File: src/rtl/mem_wb_skid_if.sv
// mem_wb_skid_if: handshake and payload bundle between the MEM stage,
// the MEM/WB skid register and the write-back stage.
//
// Upstream side (MEM -> block): in_valid / in_ready plus the EX_MEM_*
// control and data fields and the raw Read_Data word.
// Downstream side (block -> WB): out_valid / out_ready plus the MEM_WB_*
// registered fields.
//
// Modports:
//   slave  - the view taken by mem_wb_skid itself
//   master - the view taken by the surrounding pipeline (MEM producer and
//            WB consumer)
interface mem_wb_skid_if #(
    parameter int DATA_W = 64,
    parameter int RD_W   = 5
);
    // upstream handshake and payload
    logic              in_valid;
    logic              in_ready;
    logic              EX_MEM_RegWrite;
    logic              EX_MEM_MemtoReg;
    logic [RD_W-1:0]   EX_MEM_rd;
    logic [DATA_W-1:0] EX_MEM_ALU_Out;
    logic [DATA_W-1:0] Read_Data;
    logic [1:0]        EX_MEM_LdSize;
    logic              EX_MEM_LdUnsigned;

    // downstream handshake and payload
    logic              out_ready;
    logic              out_valid;
    logic              MEM_WB_RegWrite;
    logic              MEM_WB_MemtoReg;
    logic [RD_W-1:0]   MEM_WB_rd;
    logic [DATA_W-1:0] MEM_WB_ALU_Out;
    logic [DATA_W-1:0] MEM_WB_Read_Data;

    modport slave (
        input  in_valid,
        input  EX_MEM_RegWrite,
        input  EX_MEM_MemtoReg,
        input  EX_MEM_rd,
        input  EX_MEM_ALU_Out,
        input  Read_Data,
        input  EX_MEM_LdSize,
        input  EX_MEM_LdUnsigned,
        input  out_ready,
        output in_ready,
        output out_valid,
        output MEM_WB_RegWrite,
        output MEM_WB_MemtoReg,
        output MEM_WB_rd,
        output MEM_WB_ALU_Out,
        output MEM_WB_Read_Data
    );

    modport master (
        output in_valid,
        output EX_MEM_RegWrite,
        output EX_MEM_MemtoReg,
        output EX_MEM_rd,
        output EX_MEM_ALU_Out,
        output Read_Data,
        output EX_MEM_LdSize,
        output EX_MEM_LdUnsigned,
        output out_ready,
        input  in_ready,
        input  out_valid,
        input  MEM_WB_RegWrite,
        input  MEM_WB_MemtoReg,
        input  MEM_WB_rd,
        input  MEM_WB_ALU_Out,
        input  MEM_WB_Read_Data
    );
endinterface

File: src/rtl/mem_wb_skid.sv
// mem_wb_skid: MEM/WB pipeline register with a valid/ready handshake,
// a 2-entry skid buffer (main + skid), synchronous flush, and load-data
// byte selection with sign/zero extension performed at capture time so
// write-back sees a final value.
//
// Ports:
//   clk    - clock, all state updates on the rising edge
//   reset  - asynchronous active-high reset, drops both entries and zeroes
//            the outputs immediately
//   flush  - synchronous kill of the held entries and of the incoming one
//   bus    - mem_wb_skid_if.slave: in_valid/in_ready + EX_MEM_* fields on
//            the upstream side, out_valid/out_ready + MEM_WB_* on the
//            downstream side
//
// Parameters:
//   DATA_W - datapath width, 32 or 64
//   RD_W   - destination register index width
module mem_wb_skid #(
    parameter int DATA_W = 64,
    parameter int RD_W   = 5
) (
    input  logic         clk,
    input  logic         reset,
    input  logic         flush,
    mem_wb_skid_if.slave bus
);
    // byte-offset width inside one datapath word
    localparam int OFS_W = $clog2(DATA_W / 8);

    typedef struct packed {
        logic              reg_write;
        logic              mem_to_reg;
        logic [RD_W-1:0]   rd;
        logic [DATA_W-1:0] alu_out;
        logic [DATA_W-1:0] read_data;
    } entry_t;

    // Select the addressed byte/halfword/word out of the raw memory word and
    // extend it to DATA_W. The offset is first aligned to the access size by
    // clearing the low bits (all-ones mask shifted left by log2(size)); for
    // sizes at or above the word width the mask becomes zero, which makes a
    // D access on a 32-bit datapath behave exactly like W.
    function automatic logic [DATA_W-1:0] load_align(
        input logic [DATA_W-1:0] raw,
        input logic [OFS_W-1:0]  ofs,
        input logic [1:0]        size,
        input logic              is_unsigned
    );
        logic [OFS_W-1:0]  ofs_mask;
        logic [OFS_W-1:0]  byte_ofs;
        logic [DATA_W-1:0] shifted;
        logic [DATA_W-1:0] keep;
        logic              sign_bit;

        ofs_mask = {OFS_W{1'b1}} << size;
        byte_ofs = ofs & ofs_mask;
        shifted  = raw >> {byte_ofs, 3'b000};

        case (size)
            2'd0: begin
                keep     = DATA_W'(8'hFF);
                sign_bit = shifted[7];
            end
            2'd1: begin
                keep     = DATA_W'(16'hFFFF);
                sign_bit = shifted[15];
            end
            2'd2: begin
                keep     = DATA_W'(32'hFFFF_FFFF);
                sign_bit = shifted[31];
            end
            default: begin
                keep     = '1;
                sign_bit = 1'b0;
            end
        endcase

        return (shifted & keep) | ((!is_unsigned && sign_bit) ? ~keep : '0);
    endfunction

    entry_t main_p1;
    entry_t skid_p1;
    logic   main_vld_p1;
    logic   skid_vld_p1;

    entry_t incoming_p0;
    logic   accept;
    logic   drain;
    logic   main_free;

    // ---- capture stage: build the entry presented by MEM ----
    always_comb begin
        incoming_p0            = '0;
        incoming_p0.reg_write  = bus.EX_MEM_RegWrite;
        incoming_p0.mem_to_reg = bus.EX_MEM_MemtoReg;
        incoming_p0.rd         = bus.EX_MEM_rd;
        incoming_p0.alu_out    = bus.EX_MEM_ALU_Out;
        if (bus.EX_MEM_MemtoReg) begin
            incoming_p0.read_data = load_align(bus.Read_Data,
                                               bus.EX_MEM_ALU_Out[OFS_W-1:0],
                                               bus.EX_MEM_LdSize,
                                               bus.EX_MEM_LdUnsigned);
        end else begin
            incoming_p0.read_data = bus.Read_Data;
        end
    end

    // in_ready is a pure function of the registered skid valid bit, so it
    // carries no combinational path from out_ready.
    assign accept    = bus.in_valid && bus.in_ready && !flush;
    assign drain     = main_vld_p1 && bus.out_ready;
    assign main_free = !main_vld_p1 || drain;

    // ---- register stage: valid bits (main / skid occupancy) ----
    always_ff @(posedge clk or posedge reset) begin
        if (reset) begin
            main_vld_p1 <= 1'b0;
            skid_vld_p1 <= 1'b0;
        end else if (flush) begin
            main_vld_p1 <= 1'b0;
            skid_vld_p1 <= 1'b0;
        end else if (main_free) begin
            if (skid_vld_p1) begin
                // skid refills main; accept is 0 here because in_ready=0
                main_vld_p1 <= 1'b1;
                skid_vld_p1 <= accept;
            end else begin
                main_vld_p1 <= accept;
                skid_vld_p1 <= 1'b0;
            end
        end else if (accept) begin
            skid_vld_p1 <= 1'b1;
        end
    end

    // Main payload is reset so the outputs read zero while reset is high.
    always_ff @(posedge clk or posedge reset) begin
        if (reset) begin
            main_p1 <= '0;
        end else if (!flush && main_free) begin
            if (skid_vld_p1) begin
                main_p1 <= skid_p1;
            end else if (accept) begin
                main_p1 <= incoming_p0;
            end
        end
    end

    // Skid payload only matters while skid_vld_p1 is set, so it carries no
    // reset. It is written only while main is holding a stalled entry.
    always_ff @(posedge clk) begin
        if (accept && main_vld_p1 && !drain) begin
            skid_p1 <= incoming_p0;
        end
    end

    // ---- output stage ----
    assign bus.in_ready         = !skid_vld_p1;
    assign bus.out_valid        = main_vld_p1;
    assign bus.MEM_WB_RegWrite  = main_p1.reg_write && main_vld_p1 && (main_p1.rd != '0);
    assign bus.MEM_WB_MemtoReg  = main_p1.mem_to_reg;
    assign bus.MEM_WB_rd        = main_p1.rd;
    assign bus.MEM_WB_ALU_Out   = main_p1.alu_out;
    assign bus.MEM_WB_Read_Data = main_p1.read_data;
endmodule

File: src/flat_wrapper.sv
// flat-port wrapper written by rule: the top's interface ports become plain ports
module mem_wb_skid_flat 
#(
    parameter int DATA_W = 64,
    parameter int RD_W   = 5
)
  (clk, reset, flush, bus_in_valid, bus_EX_MEM_RegWrite, bus_EX_MEM_MemtoReg, bus_EX_MEM_rd, bus_EX_MEM_ALU_Out, bus_Read_Data, bus_EX_MEM_LdSize, bus_EX_MEM_LdUnsigned, bus_out_ready, bus_in_ready, bus_out_valid, bus_MEM_WB_RegWrite, bus_MEM_WB_MemtoReg, bus_MEM_WB_rd, bus_MEM_WB_ALU_Out, bus_MEM_WB_Read_Data);
  mem_wb_skid_if #(.DATA_W(DATA_W), .RD_W(RD_W)) bus_i ();
  input  logic clk;
  input  logic reset;
  input  logic flush;
  input wire logic [$bits(bus_i.in_valid)-1:0] bus_in_valid;
  input wire logic [$bits(bus_i.EX_MEM_RegWrite)-1:0] bus_EX_MEM_RegWrite;
  input wire logic [$bits(bus_i.EX_MEM_MemtoReg)-1:0] bus_EX_MEM_MemtoReg;
  input wire logic [$bits(bus_i.EX_MEM_rd)-1:0] bus_EX_MEM_rd;
  input wire logic [$bits(bus_i.EX_MEM_ALU_Out)-1:0] bus_EX_MEM_ALU_Out;
  input wire logic [$bits(bus_i.Read_Data)-1:0] bus_Read_Data;
  input wire logic [$bits(bus_i.EX_MEM_LdSize)-1:0] bus_EX_MEM_LdSize;
  input wire logic [$bits(bus_i.EX_MEM_LdUnsigned)-1:0] bus_EX_MEM_LdUnsigned;
  input wire logic [$bits(bus_i.out_ready)-1:0] bus_out_ready;
  output wire logic [$bits(bus_i.in_ready)-1:0] bus_in_ready;
  output wire logic [$bits(bus_i.out_valid)-1:0] bus_out_valid;
  output wire logic [$bits(bus_i.MEM_WB_RegWrite)-1:0] bus_MEM_WB_RegWrite;
  output wire logic [$bits(bus_i.MEM_WB_MemtoReg)-1:0] bus_MEM_WB_MemtoReg;
  output wire logic [$bits(bus_i.MEM_WB_rd)-1:0] bus_MEM_WB_rd;
  output wire logic [$bits(bus_i.MEM_WB_ALU_Out)-1:0] bus_MEM_WB_ALU_Out;
  output wire logic [$bits(bus_i.MEM_WB_Read_Data)-1:0] bus_MEM_WB_Read_Data;
  assign bus_i.in_valid = bus_in_valid;
  assign bus_i.EX_MEM_RegWrite = bus_EX_MEM_RegWrite;
  assign bus_i.EX_MEM_MemtoReg = bus_EX_MEM_MemtoReg;
  assign bus_i.EX_MEM_rd = bus_EX_MEM_rd;
  assign bus_i.EX_MEM_ALU_Out = bus_EX_MEM_ALU_Out;
  assign bus_i.Read_Data = bus_Read_Data;
  assign bus_i.EX_MEM_LdSize = bus_EX_MEM_LdSize;
  assign bus_i.EX_MEM_LdUnsigned = bus_EX_MEM_LdUnsigned;
  assign bus_i.out_ready = bus_out_ready;
  assign bus_in_ready = bus_i.in_ready;
  assign bus_out_valid = bus_i.out_valid;
  assign bus_MEM_WB_RegWrite = bus_i.MEM_WB_RegWrite;
  assign bus_MEM_WB_MemtoReg = bus_i.MEM_WB_MemtoReg;
  assign bus_MEM_WB_rd = bus_i.MEM_WB_rd;
  assign bus_MEM_WB_ALU_Out = bus_i.MEM_WB_ALU_Out;
  assign bus_MEM_WB_Read_Data = bus_i.MEM_WB_Read_Data;
  mem_wb_skid #(.DATA_W(DATA_W), .RD_W(RD_W)) u_core (.clk(clk), .reset(reset), .flush(flush), .bus(bus_i));
endmodule
File: config.mk
export PLATFORM = sky130hd
export DESIGN_NAME = mem_wb_skid_flat
export DESIGN_NICKNAME = d
export VERILOG_FILES = /design/src/rtl/mem_wb_skid_if.sv /design/src/rtl/mem_wb_skid.sv /design/src/flat_wrapper.sv
export SDC_FILE = /design/constraint.sdc
export NUM_CORES = 1
export LEC_CHECK = 0
export CORE_AREA = 2 2 176 178
export CTS_BUF_LIST = sky130_fd_sc_hd__clkbuf_4
export CTS_CLUSTER_DIAMETER = 60
export DETAILED_ROUTE_END_ITERATION = 16
export DIE_AREA = 0 0 178 180
export HOLD_SLACK_MARGIN = 0.15
export PLACE_DENSITY_LB_ADDON = 0.12
export SLEW_MARGIN = 20
export SYNTH_ARGS = -nofsm -noshare
export SYNTH_HDL_FRONTEND = slang
export SYNTH_SLANG_ARGS = --single-unit
File: constraint.sdc
create_clock -name clk -period 35.3 [get_ports clk]
set_input_delay 8.825 -clock clk [delete_from_list [all_inputs] [get_ports clk]]
set_output_delay 8.825 -clock clk [all_outputs]
set_load 0.02 [all_outputs]
Yosys cells after proc, flatten, opt, wreduce, memory -nomap -nowiden
Index checks and enable logic that the tools add are counted.
Word-level totals
  register bits: 272
  bits of input ports: 143
  logic and storage cells: 56
  output and inout port bits: 137
Operators by class
  bitwise logic cells: 4
  eq/ne operators: 2
  shifts and indexed selects: 2
  reductions and logical operators: 21
  muxes and demuxes: 15
Operator list (number)
  135-bit 2-to-1 mux: 2
  64-bit 2-to-1 mux: 3
  64-bit one-hot mux with 3 select lines: 1
  64-bit AND: 1
  64-bit NOT: 1
  64-bit bitwise OR: 1
  64-bit by 6-bit right shift with 64-bit output: 1
  1-bit logical AND: 9
  1-bit 2-to-1 mux: 8
  1-bit zero test: 5
  5-bit nonzero test: 1
  2-bit nonzero test: 2
  3-bit AND: 1
  1-bit one-hot mux with 3 select lines: 1
  3-bit nonzero test: 1
  3-bit by 2-bit << shifter with 3-bit output, first input constant: 1
  2-bit by 1-bit equality test with 1-bit output, second input constant: 1
  2-bit equality test, second input constant: 1
  2-bit zero test: 1
  2-bit AND reduction: 1
  1-bit logical OR: 1

Depth between registers and ports, before layout
  depth after elaboration: 11
  gate-level depth with buffers: 10
  gate-level depth less buffers: 6

Least setup slack after synthesis
OpenSTA, ideal clock, no wires.
  path type: input port to flip-flop
  start: input flush
  end: register u_core.skid_p1[0] (netlist name) (enable)
  data required time: 34.286 ns
  buffers on the path: 0
  arrival time: 22.831 ns
  setup slack: 11.456 ns
  setup time: 1.014 ns
  cell stages on the path: 1
  cell sequence: nor4b_1
Between the ends
  longest elaborated chain between the ends: 4
RTL lines
  start, declared: RTL line flat_wrapper.sv:11  | input logic flush;
  1-bit zero test: RTL line mem_wb_skid.sv:110  | assign accept = bus.in_valid && bus.in_ready && !flush;
  1-bit logical AND: RTL line mem_wb_skid.sv:110
  1-bit logical AND (2 in a row): RTL line mem_wb_skid.sv:152  | if (accept && main_vld_p1 && !drain) begin
  end signal, assigned: RTL line mem_wb_skid.sv:153  | skid_p1 <= incoming_p0;
  end, declared: RTL line mem_wb_skid.sv:82  | entry_t skid_p1;
No other way between the ends.
A chain may end at the register's enable or synchronous reset.

Final worst setup path
  start: register u_core.skid_vld_p1
  end: output bus_in_ready
Between the ends
  longest elaborated chain between the ends: 1
RTL lines
  start, declared: RTL line mem_wb_skid.sv:84  | logic skid_vld_p1;
  start signal, assigned: RTL line mem_wb_skid.sv:126  | skid_vld_p1 <= accept;
  1-bit zero test: RTL line mem_wb_skid.sv:158  | assign bus.in_ready = !skid_vld_p1;
  end, declared: RTL line flat_wrapper.sv:21  | output wire logic [$bits(bus_i.in_ready)-1:0] bus_in_ready;
No other way between the ends.

==> results.yml <==
run_status:
  status: "finished clean"
setup_path:
  startpoint_type: "flop"
  critical_path_required_ps: 26470
  cp_slowest_cell: "dfrtp_4"
  cpPeakStageDelay_ps: 720
  crit_path_end_kind: "primary output"
  cp_top_family: "buffers and inverters"
  r2r_slack_ps: 32130
  cp_cell_sequence: "inv_1 > buf_4 > clkdlybuf4s50_1"
  cp.arrival_ps: 2730
  critPathKind: "reg -> out"
  crit_buf_inv: 3
  critPathMaxFanout: 49
yosys:
  synthTopCellsByArea: "edfxtp_1 (30%), dfrtp_1 (25%), buf_4 (7.5%)"
  ys.flop_type: "dfrtp_1"
  syn-cell-area_um2: 13500
  synthDominantCellAreaShare: 0.301
  avgSynthCellArea_um2: 10.9
  async_flop_share: 0.504
  synth_edf_count: 135
  synth.distinct_cells: 58
  syn_nets: 1377
  ys_ff_latch: 272
  synth_cells: 1234
  yosysWarnings: 0
  yosysTopAreaCell: "edfxtp_1"
  ys_seq_area_frac: 0.556
timing:
  fin_ws_ps: 23740
  rsz0062_at_grt: "no"
  fmax_ghz: 0.0865
  setup_viol: 0
  relSlewSlack: 0.331
  hold_violations: 0
  period_share: 0.327
  period_needed_ps: 11560
  worst_slew_pin_slew_ps: 1000
  skew_ps: 81.7
  final-max-slew-violation-count: 0
  setup_tns_ps: 0
drt:
  dr.pass1.iters: 5
  num_vias: 9847
  wl_mm: 36.5
  wl_per_cell_um: 19.8
  drtAntennaViolNets: 0
  drt-initial-drc-count: 938
  viasPerCell: 5.34
  drc: 0
layout:
  fillers: 2681
  layout_commonest_cell: "clkdlybuf4s50_1"
  area_delta_synth_final_pct: 23.2
  drive_gt1_frac: 0.124
  nets: 1529
  stdcell_count: 1845
  final_cell_mix: "clkdlybuf4s50_1 (278), nand2_1 (201), dfrtp_1 (136)"
  seq_area_um2: 7490
  multiInputGateArea_um2: 4550
  stdcell_area_um2: 16600
grt:
  grt_pass1_vias: 9752
  grt.total_usage: 0.227
  gr-total-overflow: 0
  antenna_found_initial: 1
  grt_max_degree: 89
  grt_pass1_wl_mm: 56.6
clocking:
  cts_tree: "yes"
  clock-root-buffer: "clkbuf_4"
  cts.repair.resized: 0
  cts_num_sinks: 272
  holdBufCountCts: 0
  max-clock-path-buffers: 3
  clk_latency_ps: 720
  cts_buffers: 76
  htree_levels: 3
  path_clk_slew_ps: 60
  cts_setup_buffers: 0
min_path:
  min_path_type: "reg -> reg"
power_and_ir_drop:
  power_density_nw_per_um2: 52.6
  leakage_uw: 0.00647
  ir_drop_mv: 0.0241
  fin_total_pwr_uw: 871
placed_design:
  dp_cells: 1703
  dpl_cell_area_um2: 15500
  hpwl_mm: 24.2
  pre_cts_ws_ps: 23130
  gp_congestion: 0.901
  port_buffers: 279
die:
  start_util: 0.446
  die_w_um: 178
  fp.dieH_um: 180
  pin_count: 280
  rows: 64
  coreArea_um2: 30200
  dieArea_um2: 32000
job:
  cap_violations: 0
## flip-flops by register name, summed over array words and instances (netlist names)
signal	cells
u_core.bus.MEM_WB_ALU_Out	64
u_core.bus.MEM_WB_MemtoReg	1
u_core.bus.MEM_WB_Read_Data	64
u_core.bus.MEM_WB_rd	5
u_core.bus.out_valid	1
u_core.main_p1	1
u_core.skid_p1	135
u_core.skid_vld_p1	1
## power by group
group	switching, uW	total [uW]	internal, uW
sequential	15.5	380	364
combinational	102	187	85.8
clock	139	304	166
## area by class of cell
class,count,area share
diodes,1,0.000151
clock buffers,116,0.0525
clock inverters,24,0.0102
inverters,16,0.00393
multi-input cells,724,0.275
flip-flops and latches,272,0.452
well taps,396,0.0299
repair buffers,296,0.177
## cells by family (layout without fill, tap and decap cells)
family / Yosys count / count (layout) / share of synthesized area
multiplexers: 109 / 109 / 0.104
other: 0 / 1 / 0
AO/OA/AOI/OAI: 279 / 279 / 0.120
AND/OR/NAND/NOR: 336 / 336 / 0.113
flip-flops: 272 / 272 / 0.556
buffers and inverters: 238 / 452 / 0.107
## metrics by stage
stage,hold WS [ps],utilization
after floorplan,450,-
after global placement,461,0.514
after detailed placement,469,0.514
after CTS,462,0.548
after global routing,501,0.549
final,476,0.549
## worst register-to-register path: stages, from the launching register on
cell	delay, ps
dfrtp_4	830
nor2_1	170
nor2_1	240
and2_2	180
buf_4	460
nand2_1	450
a21oi_2	220
buf_4	340
a21oi_1	130
## path summary, 6_finish.rpt
kind                                         startpoint                               to  cells past startpoint
min                        u_core.bus.MEM_WB_ALU_Out[1]     u_core.bus.MEM_WB_ALU_Out[1]                      2
max reg2reg                          u_core.skid_vld_p1  u_core.bus.MEM_WB_Read_Data[50]                      8
max in group asynchronous                         reset  u_core.bus.MEM_WB_Read_Data[48]                      3
min in group asynchronous                         reset    u_core.bus.MEM_WB_ALU_Out[27]                      2
max                                  u_core.skid_vld_p1                     bus_in_ready                      3
min reg2reg                u_core.bus.MEM_WB_ALU_Out[1]     u_core.bus.MEM_WB_ALU_Out[1]                      2
## cells in the mapped netlist, types with 2 or more instances
cell      instances
dfrtp_1         137
nand3_1          12
o22a_1            2
mux4_2           19
inv_1            16
nand2b_1          5
o31ai_1           2
mux2_2            2
a221o_1           3
a21boi_0          2
edfxtp_1        135
mux2i_1          84
buf_1             2
buf_2            13
nor2_1           35
a21o_1            5
o211ai_1          4
o21ai_1           3
a22oi_1           2
a221oi_1          3
buf_6             3
a22o_1            4
buf_4           135
and3_1            9
nand2_1         202
a31oi_1          34
or3_1            42
mux4_1            4
a41oi_1           3
a311oi_1          5
nor2b_1          14
a21oi_1          57
o21ai_0         133
and2_1            5
nand3b_1          2
clkbuf_1         69
o22ai_1           6
## layer usage
metal	up-vias	GRT usage	part of all wire
met5	-	0	0
met4	0	0.0767	0.022
li1	4656	-	-
met2	417	0.348	0.46
met1	4712	0.307	0.43
met3	62	0.0698	0.090
Power figures use the tool's default switching activity.
